`src/rtl/uart_tx_serializer.sv`:
```
// UART TX serializer: loads a parallel word, computes its parity and shifts it out LSB-first.
// Optional one-entry hold buffer is compiled in when TX_HOLD_BUF_EN is defined.
module uart_tx_serializer #(
  parameter int DATA_WIDTH = 8
) (
  input  logic                  CLK,
  input  logic                  RST,
  input  logic [DATA_WIDTH-1:0] P_DATA,
  input  logic                  Data_Valid,
  input  logic                  busy,
  input  logic                  ser_en,
  input  logic                  PAR_TYP,
  output logic                  ser_data,
  output logic                  ser_done,
  output logic                  par_bit,
  output logic                  data_pending,
  output logic                  drop_err
);

  localparam int CNT_WIDTH = (DATA_WIDTH > 1) ? $clog2(DATA_WIDTH) : 1;
  localparam logic [CNT_WIDTH-1:0] LAST_CNT = CNT_WIDTH'(DATA_WIDTH - 1);
  localparam logic [CNT_WIDTH-1:0] CNT_ONE  = CNT_WIDTH'(1);
  localparam logic [CNT_WIDTH-1:0] CNT_ZERO = {CNT_WIDTH{1'b0}};

  function automatic logic calc_parity(input logic [DATA_WIDTH-1:0] word, input logic odd);
    calc_parity = (^word) ^ odd;
  endfunction

  logic [DATA_WIDTH-1:0] shift_q, shift_d;
  logic [CNT_WIDTH-1:0]  cnt_q, cnt_d;
  logic                  par_q, par_d;
  logic                  drop_q, drop_d;
  logic                  load_s;
  logic                  drop_s;
  logic [DATA_WIDTH-1:0] load_word_s;

`ifdef TX_HOLD_BUF_EN
  logic [DATA_WIDTH-1:0] hold_q, hold_d;
  logic                  hold_full_q, hold_full_d;

  // A held word has priority over a fresh strobe; the fresh word then refills the hold.
  always_comb begin
    hold_d      = hold_q;
    hold_full_d = hold_full_q;
    load_s      = 1'b0;
    drop_s      = 1'b0;
    load_word_s = P_DATA;
    if (!busy && hold_full_q) begin
      load_s      = 1'b1;
      load_word_s = hold_q;
      if (Data_Valid) begin
        hold_d      = P_DATA;
        hold_full_d = 1'b1;
      end else begin
        hold_full_d = 1'b0;
      end
    end else if (Data_Valid && !busy) begin
      load_s = 1'b1;
    end else if (Data_Valid) begin
      if (!hold_full_q) begin
        hold_d      = P_DATA;
        hold_full_d = 1'b1;
      end else begin
        drop_s = 1'b1;
      end
    end else begin
      load_s = 1'b0;
    end
  end

  // Hold buffer registers.
  always_ff @(posedge CLK or negedge RST) begin
    if (!RST) begin
      hold_q      <= {DATA_WIDTH{1'b0}};
      hold_full_q <= 1'b0;
    end else begin
      hold_q      <= hold_d;
      hold_full_q <= hold_full_d;
    end
  end

  assign data_pending = hold_full_q;
`else
  // Without a hold buffer a strobe during a frame is simply lost.
  always_comb begin
    load_s      = Data_Valid && !busy;
    drop_s      = Data_Valid && busy;
    load_word_s = P_DATA;
  end

  assign data_pending = 1'b0;
`endif

  // Load beats shift; a stalled ser_en freezes both the word and the bit counter.
  always_comb begin
    shift_d = shift_q;
    cnt_d   = cnt_q;
    par_d   = par_q;
    drop_d  = drop_q | drop_s;
    if (load_s) begin
      shift_d = load_word_s;
      cnt_d   = CNT_ZERO;
      par_d   = calc_parity(load_word_s, PAR_TYP);
    end else if (ser_en) begin
      shift_d = {1'b0, shift_q[DATA_WIDTH-1:1]};
      cnt_d   = (cnt_q == LAST_CNT) ? CNT_ZERO : (cnt_q + CNT_ONE);
    end else begin
      shift_d = shift_q;
    end
  end

  // Datapath registers.
  always_ff @(posedge CLK or negedge RST) begin
    if (!RST) begin
      shift_q <= {DATA_WIDTH{1'b0}};
      cnt_q   <= CNT_ZERO;
      par_q   <= 1'b0;
      drop_q  <= 1'b0;
    end else begin
      shift_q <= shift_d;
      cnt_q   <= cnt_d;
      par_q   <= par_d;
      drop_q  <= drop_d;
    end
  end

  assign ser_data = shift_q[0];
  assign ser_done = ser_en && (cnt_q == LAST_CNT);
  assign par_bit  = par_q;
  assign drop_err = drop_q;

endmodule

```
`config.mk`:
```
export PLATFORM = sky130hd
export DESIGN_NAME = uart_tx_serializer
export DESIGN_NICKNAME = d
export VERILOG_FILES = /design/src/rtl/uart_tx_serializer.sv
export SDC_FILE = /design/constraint.sdc
export NUM_CORES = 1
export LEC_CHECK = 0
export CORE_UTILIZATION = 30
export CTS_BUF_LIST = sky130_fd_sc_hd__clkbuf_4 sky130_fd_sc_hd__clkbuf_8
export DETAILED_ROUTE_END_ITERATION = 7
export DONT_BUFFER_PORTS = 1
export PLACE_DENSITY = 0.43
export SYNTH_ARGS = -nofsm -noshare
export SYNTH_HDL_FRONTEND = slang
export SYNTH_SLANG_ARGS = --single-unit
```
`constraint.sdc`:
```
create_clock -name CLK -period 2.1 [get_ports CLK]
set_clock_uncertainty 0.2 [all_clocks]
set_input_delay 0.525 -clock CLK [delete_from_list [all_inputs] [get_ports CLK]]
set_output_delay 0.525 -clock CLK [all_outputs]
set_load 0.1 [all_outputs]
```
==> Word-level counts from Yosys, hierarchy flattened <==
Cells that the tools add are included.
{ "classes": {"shift": 0, "mul": 0, "n_bitwise": 2, "n_lt_le_gt_ge": 0, "n_eq_ne": 1, "n_reduce_logical": 6, "n_mux": 5, "div_mod_pow": 0, "add_sub_neg": 1} }
{ "op_table": {"columns": ["operator", "n"], "rows": [
  ["8-bit two-way mux", 2],
  ["3-bit two-way mux", 3],
  ["8-bit XOR reduction", 1],
  ["3-bit by 1-bit adder with 3-bit output (second input constant)", 1],
  ["3-bit equality test (second input constant)", 1],
  ["1-bit logical AND", 3],
  ["2-bit nonzero test", 1],
  ["1-bit logical NOT", 1],
  ["1-bit bitwise OR", 1],
  ["1-bit bitwise XOR", 1]
]} }
{ "totals": {"mem_bits_rw": 0, "in_bits": 14, "mem_count": 0, "wordCells": 19, "out_inout_bits": 5, "latchBits": 0, "romBits": 0, "reg_bits": 13} }

==> Depth between registers and ports, before layout <==
{ "logic_depth": {"depth_word": 4, "ltp_mapped": 4, "mapped_depth_nobuf": 4} }

==> Least setup slack after synthesis <==
Ideal clock, no wire load.
{ "synth_path": {"path_type": "flip-flop to output port", "from": "register cnt_q[0]", "to": "output ser_done", "slack_ns": 0.013, "path_buffers": 0, "path_stages_with_launch": 4, "t_arrival_ns": 1.362, "required_ns": 1.375, "path_cell_list": "dfrtp_1 ha_1 ha_1 and2_1"} }
{ "synth_via": {"elab_chain_cells": 2} }
{ "synth_lines": {"columns": ["element", "line_no", "text"], "rows": [
  ["start, declared", "30", "logic [CNT_WIDTH-1:0] cnt_q, cnt_d;"],
  ["start signal, assigned", "121", "cnt_q <= cnt_d;"],
  ["3-bit equality test", "128", "assign ser_done = ser_en && (cnt_q == LAST_CNT);"],
  ["1-bit logical AND", "128", null],
  ["end, declared", "14", "output logic ser_done,"]
]} }
No other way between the ends.

==> Final worst setup path <==
Ends and elaborated chain as after synthesis.

==> out/metrics.yaml <==
wl_um: 1210
final_cells: 93
layout-drive-gt1-share: 0.197
htree_levels: 1
die_width_um: 49.6
root_buffer: "clkbuf_4"
diodes: 0
synth-main-ff-cell: "dfrtp_1"
ys_ff_latch: 13
first_pass_iters: 4
avgViaCountPerCell: 4.59
grt_max_degree: 21
async_flop_share: 1.00
grt_pass1_wl_um: 2100
yosys.cell_types.count: 20
grt_pass1_vias: 432
timing.critical_path.required_ns: 1.37
ir_worst_vdd_v: 0.000380
grt_overflow: 0
clk_pin_slew_ns: 0.08
pin_count: 19
cp_num_buf_inv: 1
power.density_mw_per_mm2: 982
synthTopCellsByArea: "dfrtp_1 48%, mux2i_1 13%, xnor2_1 6.4%"
syn_area_per_cell_um2: 11.1
startpoint_type: "register"
worstSetupEndpointType: "output port"
fmax_ghz: 0.493
crit_path_top_delay_cell: "dfrtp_1"
die-area_mm2: 0.00246
max_slew_margin: 0.403
worst_slew_pin_slew_ns: 0.896
crit_type: "register to output port"
synth_edf_count: 0
grt_usage: 0.120
cp_cell_sequence: "ha_2 -> ha_2 -> and2_4 -> buf_12"
cts.path.max_buffers: 2
drc_errors: 0
antenna_found_initial: 0
worst_path_largest_cell_delay_ns: 0.40
synth_common_cells: "13 x dfrtp_1, 9 x mux2i_1, 8 x nand2_1, 8 x o21ai_0, 5 x xnor2_1"
path_max_fanout: 2
rsz0062_at_grt: "no"
syn_inst: 61
fillCellCount: 215
period_needed_ns: 2.03
cts.sinks: 13
cts_tree: "yes"
status: "complete, no violations"
syn_nets: 77
syn_area_um2: 679
die_h_um: 49.6
register_area_um2: 325
setup_tns_ns: 0
place_inst: 87
synth_top_cell_by_area: "dfrtp_1"
finalCritPeriodShare: 0.966
wl_per_cell_um: 13.0
io_buffers: 0
yosysSeqAreaShare: 0.479
r2r_slack_ns: 0.56
path_delay_family: "flip-flops"
maxSlewViolCount: 0
arrival_ns: 1.30
initial_utilization: 0.333
leakagePower_nw: 0.359
hold_viol: 0
critPathMostFrequentCell: "ha_2"
multi_input_area_um2: 342
gp_congestion: 0.703
area_growth_syn_to_layout_pct: 15.3
num_vias: 427
holdCritPathClass: "input port to register"
yosys.area.top_type_share: 0.479
coreArea_mm2: 0.00204
ant_nets: 0
drt_iter0_markers: 1
place_hpwl_um: 880
rows: 16
setup_viol: 0
cts_buffers: 3
synth.most_common_cell: "dfrtp_1"
clk_latency_ns: 0.28
cap_violations: 0
ys.warnings.count: 0
finalNetCount: 83
==> state kept, by name, indices dropped and copies added, names as in the netlist <==
name and flops:
cnt_q 3, drop_err 1, par_bit 1, shift_q 8
==> report_power, final <==
| group | internal, mW | leakage (nW) | switching [mW] |
|---|---|---|---|
| logic | 0.0970 | 0.181 | 0.0970 |
| clock network | 0.0866 | 0.0184 | 0.0819 |
| registers | 0.302 | 0.160 | 0.105 |
| total | 0.485 | 0.359 | 0.284 |
==> worst register-to-register path: stages (launching register included) <==
cell	delay (ns)
dfrtp_1	0.40
ha_2	0.17
ha_2	0.16
and2_4	0.14
buf_12	0.16
nor3_1	0.23
==> routing by layer <==
layer | up-vias | wire length, µm | track usage
met3 | 2 | 107 | 0.0648
met4 | 0 | 13 | 0.0429
met5 | - | 0 | 0
met1 | 200 | 492 | 0.131
li1 | 209 | - | -
met2 | 16 | 594 | 0.196
==> final cells by class <==
class / count / share of cell area
Clock buffer: 4 / 0.0383
Multi-Input combinational cell: 44 / 0.436
Sequential cell: 13 / 0.415
Tap cell: 27 / 0.0431
Timing Repair Buffer: 5 / 0.0671
==> final timing paths <==
check	start	cells after the start	to
max	cnt_q[0]	4	ser_done
max in group asynchronous	RST	1	drop_err
max reg2reg	cnt_q[0]	5	cnt_q[0]
min reg2reg	cnt_q[2]	2	cnt_q[2]
min	P_DATA[0]	2	shift_q[0]
min in group asynchronous	RST	1	shift_q[1]
==> metrics by stage <==
step | hold WS, ns | util | power (mW) | cell area, µm² | setup WS (ns)
5_1_grt | 0.146 | 0.384 | 0.830 | 783 | 0.0161
3_3_place_gp | 0.0298 | 0.350 | 0.588 | 716 | 0.295
4_1_cts | 0.156 | 0.381 | 0.782 | 778 | 0.0131
3_5_place_dp | 0.0298 | 0.350 | 0.590 | 716 | 0.260
2_1_floorplan | 0.0294 | - | 0.562 | 679 | 0.0133
6_report | 0.164 | 0.384 | 0.769 | 783 | 0.0712
==> layout by cell type (no fill, tap or decap) <==
cell,instances
mux2i_1,9
nand2_1,8
nor3_1,1
a21o_1,1
dfrtp_1,13
nor2b_1,1
buf_4,3
conb_1,1
nand2b_1,1
buf_12,1
ha_2,2
nor2_1,2
xnor2_1,5
clkbuf_4,4
xor2_1,1
xnor3_1,1
o21ai_0,8
dlygate4sd3_1,1
xnor2_2,1
and2_4,1
mux2_4,1
==> timing repair <==
action / CTS / global route
gates cloned: 0 / 0
pin swaps: 0 / 1
hold buffers: 1 / 0
buffers inserted: 1 / 0
endpoints found under the setup margin: 1 / 1
gates resized for setup: 4 / 2
hold endpoints to repair: 13 / 0
==> kinds of logic after synthesis <==
family                   count (synthesis)  share of synthesized area
flip-flops                              13                      0.479
adder cells (fa/ha/maj)                  2                     0.0368
AO/OA/AOI/OAI                            9                     0.0700
buffers and inverters                    4                     0.0295
AND/OR/NAND/NOR                         14                     0.0903
other                                    1                    0.00552
XOR/XNOR                                 8                      0.134
multiplexers                            10                      0.155
Note: power is estimated with default switching activity, not from simulation.
